`src/rtl/bcd_pkg.sv`:
```
// bcd_pkg
// Shared definitions for the BCD-to-binary converter family.
//   IDLE / CONV : FSM state encoding
//   DIG_MAX     : largest legal BCD digit value
//   clog2()     : ceiling log2, used to size the digit counter
//   bin_width() : minimal result width able to hold 10^ndig - 1
package bcd_pkg;

    localparam logic [0:0] IDLE = 1'b0;
    localparam logic [0:0] CONV = 1'b1;

    localparam logic [3:0] DIG_MAX = 4'd9;

    function automatic int clog2(input int n);
        int r;
        r = 0;
        for (int i = 0; i < 31; i++) begin
            if ((1 << i) < n) r = i + 1;
        end
        return r;
    endfunction

    // Smallest w with 2^w >= 10^ndig, i.e. 2^w > 10^ndig - 1.
    function automatic int bin_width(input int ndig);
        logic [127:0] lim;
        int           r;
        lim = 128'd1;
        for (int i = 0; i < ndig; i++) lim = lim * 128'd10;
        r = 0;
        for (int i = 0; i < 128; i++) begin
            if ((128'd1 << i) < lim) r = i + 1;
        end
        return r;
    endfunction

endpackage

```
`src/rtl/bcd_mac10.sv`:
```
// bcd_mac10
// Combinational Horner step: sum = acc*10 + d, with an invalid-digit flag.
// The multiply by ten is built from two shifts and an add.
//   acc : running binary accumulator
//   d   : next BCD digit (raw nibble, A-F still accumulated)
//   sum : acc*10 + d, modulo 2^BW
//   bad : d is not a legal BCD digit
module bcd_mac10
    import bcd_pkg::*;
#(
    parameter int BW = 27
) (
    input  logic [BW-1:0] acc,
    input  logic [3:0]    d,
    output logic [BW-1:0] sum,
    output logic          bad
);

    assign sum = (acc << 3) + (acc << 1) + BW'(d);
    assign bad = (d > DIG_MAX);

endmodule

```
`src/rtl/bcd_to_bin_seq.sv`:
```
// bcd_to_bin_seq
// Sequential MSD-first BCD-to-binary converter, one digit per clock.
//   clk  : clock, rising edge
//   rst  : asynchronous active-high reset
//   st   : start request, only honoured while idle
//   DEC  : packed BCD operand, digit 0 (LSD) in DEC[3:0]
//   BIN  : converted result, held until the next completion
//   ok   : one-cycle completion strobe, aligned with the BIN update
//   busy : high while a conversion is running
//   err  : last completed operand contained a digit above 9
module bcd_to_bin_seq
    import bcd_pkg::*;
#(
    parameter int NDIG = 8,
    parameter int BW   = 27
) (
    input  logic            clk,
    input  logic            rst,
    input  logic            st,
    input  logic [4*NDIG-1:0] DEC,
    output logic [BW-1:0]   BIN,
    output logic            ok,
    output logic            busy,
    output logic            err
);

    localparam int CW = (clog2(NDIG) < 1) ? 1 : clog2(NDIG);

    generate
        if (NDIG < 1) begin : g_ndig_check
            $error("bcd_to_bin_seq: NDIG must be at least 1");
        end
        if (BW < bin_width(NDIG)) begin : g_bw_check
            $error("bcd_to_bin_seq: BW too narrow for 10^NDIG - 1");
        end
    endgenerate

    logic [0:0]        state;
    logic [4*NDIG-1:0] sr;
    logic [BW-1:0]     acc;
    logic [CW-1:0]     cnt;
    logic              err_acc;

    logic [3:0]        digit;
    logic [BW-1:0]     acc_next;
    logic              digit_bad;

    // The operand is shifted left, so the most significant digit is always on top.
    assign digit = sr[4*NDIG-1 -: 4];
    assign busy  = (state == CONV);

    bcd_mac10 #(.BW(BW)) u_mac (
        .acc (acc),
        .d   (digit),
        .sum (acc_next),
        .bad (digit_bad)
    );

    // BIN and err are touched only on the final CONV edge, so a new start
    // leaves the previous result visible until its replacement is ready.
    always_ff @(posedge clk or posedge rst) begin
        if (rst) begin
            state   <= IDLE;
            sr      <= '0;
            acc     <= '0;
            cnt     <= '0;
            err_acc <= 1'b0;
            BIN     <= '0;
            err     <= 1'b0;
            ok      <= 1'b0;
        end else begin
            ok <= 1'b0;
            if (state == IDLE) begin
                if (st) begin
                    sr      <= DEC;
                    acc     <= '0;
                    err_acc <= 1'b0;
                    cnt     <= '0;
                    state   <= CONV;
                end
            end else begin
                acc     <= acc_next;
                sr      <= sr << 4;
                err_acc <= err_acc | digit_bad;
                cnt     <= cnt + 1'b1;
                if (cnt == CW'(NDIG - 1)) begin
                    BIN   <= acc_next;
                    err   <= err_acc | digit_bad;
                    ok    <= 1'b1;
                    state <= IDLE;
                end
            end
        end
    end

endmodule

```
`config.mk`:
```
export PLATFORM = sky130hd
export DESIGN_NAME = bcd_to_bin_seq
export DESIGN_NICKNAME = d
export VERILOG_FILES = /design/src/rtl/bcd_pkg.sv /design/src/rtl/bcd_mac10.sv /design/src/rtl/bcd_to_bin_seq.sv
export SDC_FILE = /design/constraint.sdc
export NUM_CORES = 1
export LEC_CHECK = 0
export ABC_AREA = 1
export CAP_MARGIN = 20
export CORE_UTILIZATION = 45
export DETAILED_ROUTE_END_ITERATION = 10
export PLACE_DENSITY = 0.66
export SLEW_MARGIN = 10
export SYNTH_ARGS = -nofsm -noshare
export SYNTH_HDL_FRONTEND = slang
export SYNTH_SLANG_ARGS = --single-unit
```
`constraint.sdc`:
```
create_clock -name clk -period 7.5 [get_ports clk]
set_input_delay 1.5 -clock clk [delete_from_list [all_inputs] [get_ports clk]]
set_output_delay 1.5 -clock clk [all_outputs]
set_load 0.05 [all_outputs]
```
**Word level (Yosys, flattened, before mapping)**

Index checks and enable logic that the tools add are counted.

- Bits in latches: 0
- Memories: 0
- RAM bits: 0
- ROM bits: 0
- Register bits: 92

- Reductions and logical operators: 2
- Muxes and demuxes: 13
- Shifts and indexed selects: 0
- Add/sub/neg operators: 3
- Order comparisons: 1
- Div/mod/pow operators: 0
- Bitwise logic cells: 1
- Eq/ne operators: 1
- Multipliers: 0

Operator list:

| operator | number |
|---|---|
| two-way mux 32 bit | 2 |
| two-way mux 26 bit | 2 |
| adder 27 bit | 1 |
| adder 27 x 4 -> 27 bit | 1 |
| two-way mux 1 bit | 7 |
| two-way mux 3 bit | 2 |
| greater-than comparator 4 bit, second input constant | 1 |
| adder 3 x 1 -> 3 bit, second input constant | 1 |
| == test 3 bit, second input constant | 1 |
| AND reduction 2 bit | 1 |
| nonzero test 2 bit | 1 |
| OR 1 bit | 1 |

**Longest topological paths before layout**

- Word-level depth: 3
- Depth in mapped cells: 15
- Depth with buffers taken out: 15

**Cells and area by module**

From an unflattened synthesis, not the netlist that was laid out.

- Cells, all modules: 814
- Area, all modules: 5983.2 µm²

Modules (own cells, without submodules):

| module | area each (µm²) | cells an instance | instances | seq. area each (µm²) |
|---|---|---|---|---|
| bcd_to_bin_seq | 3796.1 | 399 | 1 | 2327.2 |
| bcd_mac10 | 2187.1 | 415 | 1 | 0.0 |

**Least setup slack after synthesis**

No wires, ideal clock.

- Path kind: input -> register
- Start point: input port st
- End point: register state, in the netlist busy
- Setup time: 131 ps
- Slack: 5176 ps
- Path buffers: 2
- Arrival time: 2192 ps
- Data required time: 7369 ps
- Stages: 4
- Cell sequence: nor2_1 buf_2 buf_1 nor2_1

- Cells in the longest elaborated chain, start to end: 2

RTL lines:

| what | line | source |
|---|---|---|
| from (decl) | bcd_to_bin_seq.sv:19 | `input logic st,` |
| two-way mux 1 bit | bcd_to_bin_seq.sv:74 | `if (st) begin` |
| two-way mux 1 bit | bcd_to_bin_seq.sv:73 | `if (state == IDLE) begin` |
| to (signal assigned) | bcd_to_bin_seq.sv:63 | `state <= IDLE;` |
| to (signal assigned) | bcd_to_bin_seq.sv:79 | `state <= CONV;` |
| to (signal assigned) | bcd_to_bin_seq.sv:90 | `state <= IDLE;` |
| to (decl) | bcd_to_bin_seq.sv:38 | `logic [0:0] state;` |

Every way passes these cells.
A chain may end at the register's enable or synchronous reset.

**Worst setup path in the final report**

- Start point: register BIN[25]
- End point: output port BIN[25]

RTL lines:

| what | line | source |
|---|---|---|
| from (decl) | bcd_to_bin_seq.sv:21 | `output logic [BW-1:0] BIN,` |
| from (signal assigned) | bcd_to_bin_seq.sv:87 | `BIN <= acc_next;` |

No word-level cell between the ends.

==> metrics.csv <==
metric;value;unit
outcome;finished clean;
worst-path-buf-inv;1;
crit_type;reg2out;
r2r_start;acc[0];
fin_worst_skew;0.00726;ns
post_cts_resized;0;
hold_buffers;0;
cp-end-kind;output port;
crit_fanout;2;
cp.required;6.00;ns
cts-htree-levels;3;
netlist_instances;784;
hp-class;reg2reg;
antenna_found_initial;0;
netlist_top_cells_count;337 x nand2_1, 92 x dfrtp_1, 92 x inv_1;
drv_slew;0;
finalHoldViolations;0;
grt.total_usage;0.221;
path_delay_family;buffers and inverters;
synth_edf_count;0;
cts_tree;built;
regArea;2300;sq um
avgSynthCellArea;7.31;sq um
tightest_slew;0.890;ns
setup_viol;0;
yosysTopAreaCell;dfrtp_1;
async_flop_share;1.00;
numCtsBuffers;9;
syn_to_final_growth;19.0;%
synth_top_area_share;0.402;
drc_errors;0;
ys_warn_count;0;
fmax;330;MHz
clock_tree.root_cell;clkbuf_16;
post_drt_via_cell_ratio;4.96;
syn_area;5730;sq um
synth.most_common_cell;nand2_1;
wl;13300;microns
cp_slowest_cell;clkdlybuf4s50_1;
crit_start;BIN[25];
antenna_cells;0;
cpPeakStageDelay;0.83;ns
ys_top_cells_by_area;dfrtp_1 40%, nand2_1 22%, ha_1 11%;
io_buffers;64;
ys_seq_area_frac;0.402;
core;12200;sq um
layout.nets;930;
fin_crit_sh;0.404;
first_iter_violations;248;
synthesis.nets;871;
die-area;13200;sq um
dr.pass1.iters;5;
grt_max_degree;59;
die_h;115;microns
slew_headroom;0.406;
overflow;0;
nFillCells;1187;
path_clk_slew;0.06;ns
fp-row-count;40;
grt_pass1_vias;4767;
tns;0;ns
synthFlopType;dfrtp_1;
cp_cell_sequence;clkdlybuf4s50_1;
finalWeightedCongestion;0.863;
dp_hpwl;9990;microns
fin_crit;3.03;ns
ys_ff_latch;92;
vias;5037;
ios;65;
start_util;0.469;
rsz0062_at_grt;false;
cap_violations;0;
worstSkewPairLatency;0.35;ns
arrival;1.53;ns
routedWlPerCell;13.1;microns
start_kind;flip-flop;
multiInputGateArea;2990;sq um
clock_path_buffers;2;
fin_hold_ws;0.477;ns
chipWidth;115;microns
post_cts_buffers;0;
holdCritStartpoint;BIN[24];
grt_first_pass_wirelength;22400;microns
ys_types;29;
drive_gt1_frac;0.0460;
ant_nets;0;
cts_sinks;92;
area by class of cell:
class / count / share of cell area
Multi-Input combinational cell: 577 / 0.439
Sequential cell: 92 / 0.338
Timing Repair Buffer: 68 / 0.0983
Inverter: 95 / 0.0525
Clock buffer: 11 / 0.0341
Tap cell: 168 / 0.0308
Clock inverter: 4 / 0.00752
sequential cells by signal, summed over array words and instances, names as in the netlist:
| register | cells |
|---|---|
| BIN | 27 |
| acc | 26 |
| busy | 1 |
| cnt | 3 |
| err | 1 |
| err_acc | 1 |
| ok | 1 |
| sr | 32 |
path summary, 6_finish.rpt:
check | cells past startpoint | slack (ns) | to
min | 2 | 0.48 | BIN[24]
min in group asynchronous | 2 | 1.56 | sr[11]
max | 1 | 4.47 | BIN[25]
min reg2reg | 2 | 0.48 | BIN[24]
max in group asynchronous | 3 | 4.83 | BIN[14]
max reg2reg | 11 | 4.91 | BIN[22]
cell usage in the layout (no fill, tap or decap), types with 3 or more instances in the layout:
| master | count |
|---|---|
| nand2_1 | 337 |
| dfrtp_1 | 92 |
| inv_1 | 91 |
| nand3_1 | 64 |
| clkdlybuf4s50_1 | 64 |
| ha_1 | 50 |
| nor2_1 | 26 |
| o21ai_0 | 23 |
| a21oi_1 | 14 |
| clkbuf_16 | 9 |
| nand2_2 | 8 |
| xnor2_1 | 7 |
| nand3b_1 | 7 |
| nor2_2 | 6 |
| nand4_1 | 6 |
| a22o_1 | 6 |
| o211ai_1 | 4 |
| buf_4 | 4 |
| and2_1 | 3 |
per-stage QoR:
step                cell area, sq um  cells  utilization  setup slack, ns
finish                          6820   1015        0.558             4.47
global route                    6820   1015        0.558             4.41
CTS                             6820   1015        0.558             4.45
detailed placement              6540   1000        0.535             4.35
global placement                6540   1000        0.535             4.42
floorplan                       5730    784            -             3.61
layer usage:
metal / wire (microns) / up-vias / part of all wire / track usage
met1: 6100 / 2335 / 0.46 / 0.284
met3: 641 / 15 / 0.048 / 0.0543
li1: - / 2578 / - / -
met2: 6380 / 109 / 0.48 / 0.372
met5: 0 / - / 0 / 0
met4: 195 / 0 / 0.015 / 0.0580
cells by family after synthesis:
logic type	share of synthesized area
and+or+nand+nor	0.334
buffers and inverters	0.0771
DFF	0.402
adders and majority gates	0.116
AOI/OAI and AO/OA	0.0520
xor gates and xnor gates	0.0194
worst reg2reg max path, delay by kind of cell (launching register included):
family / cells / cell delay (ns)
buffers and inverters: 2 / 0.22
adders and majority gates: 2 / 0.94
AOI/OAI and AO/OA: 1 / 0.30
DFF: 1 / 0.38
and+or+nand+nor: 6 / 0.63
Power is not shown: default switching activity piles up to over one toggle a cycle in this logic, so the estimate is an artifact.
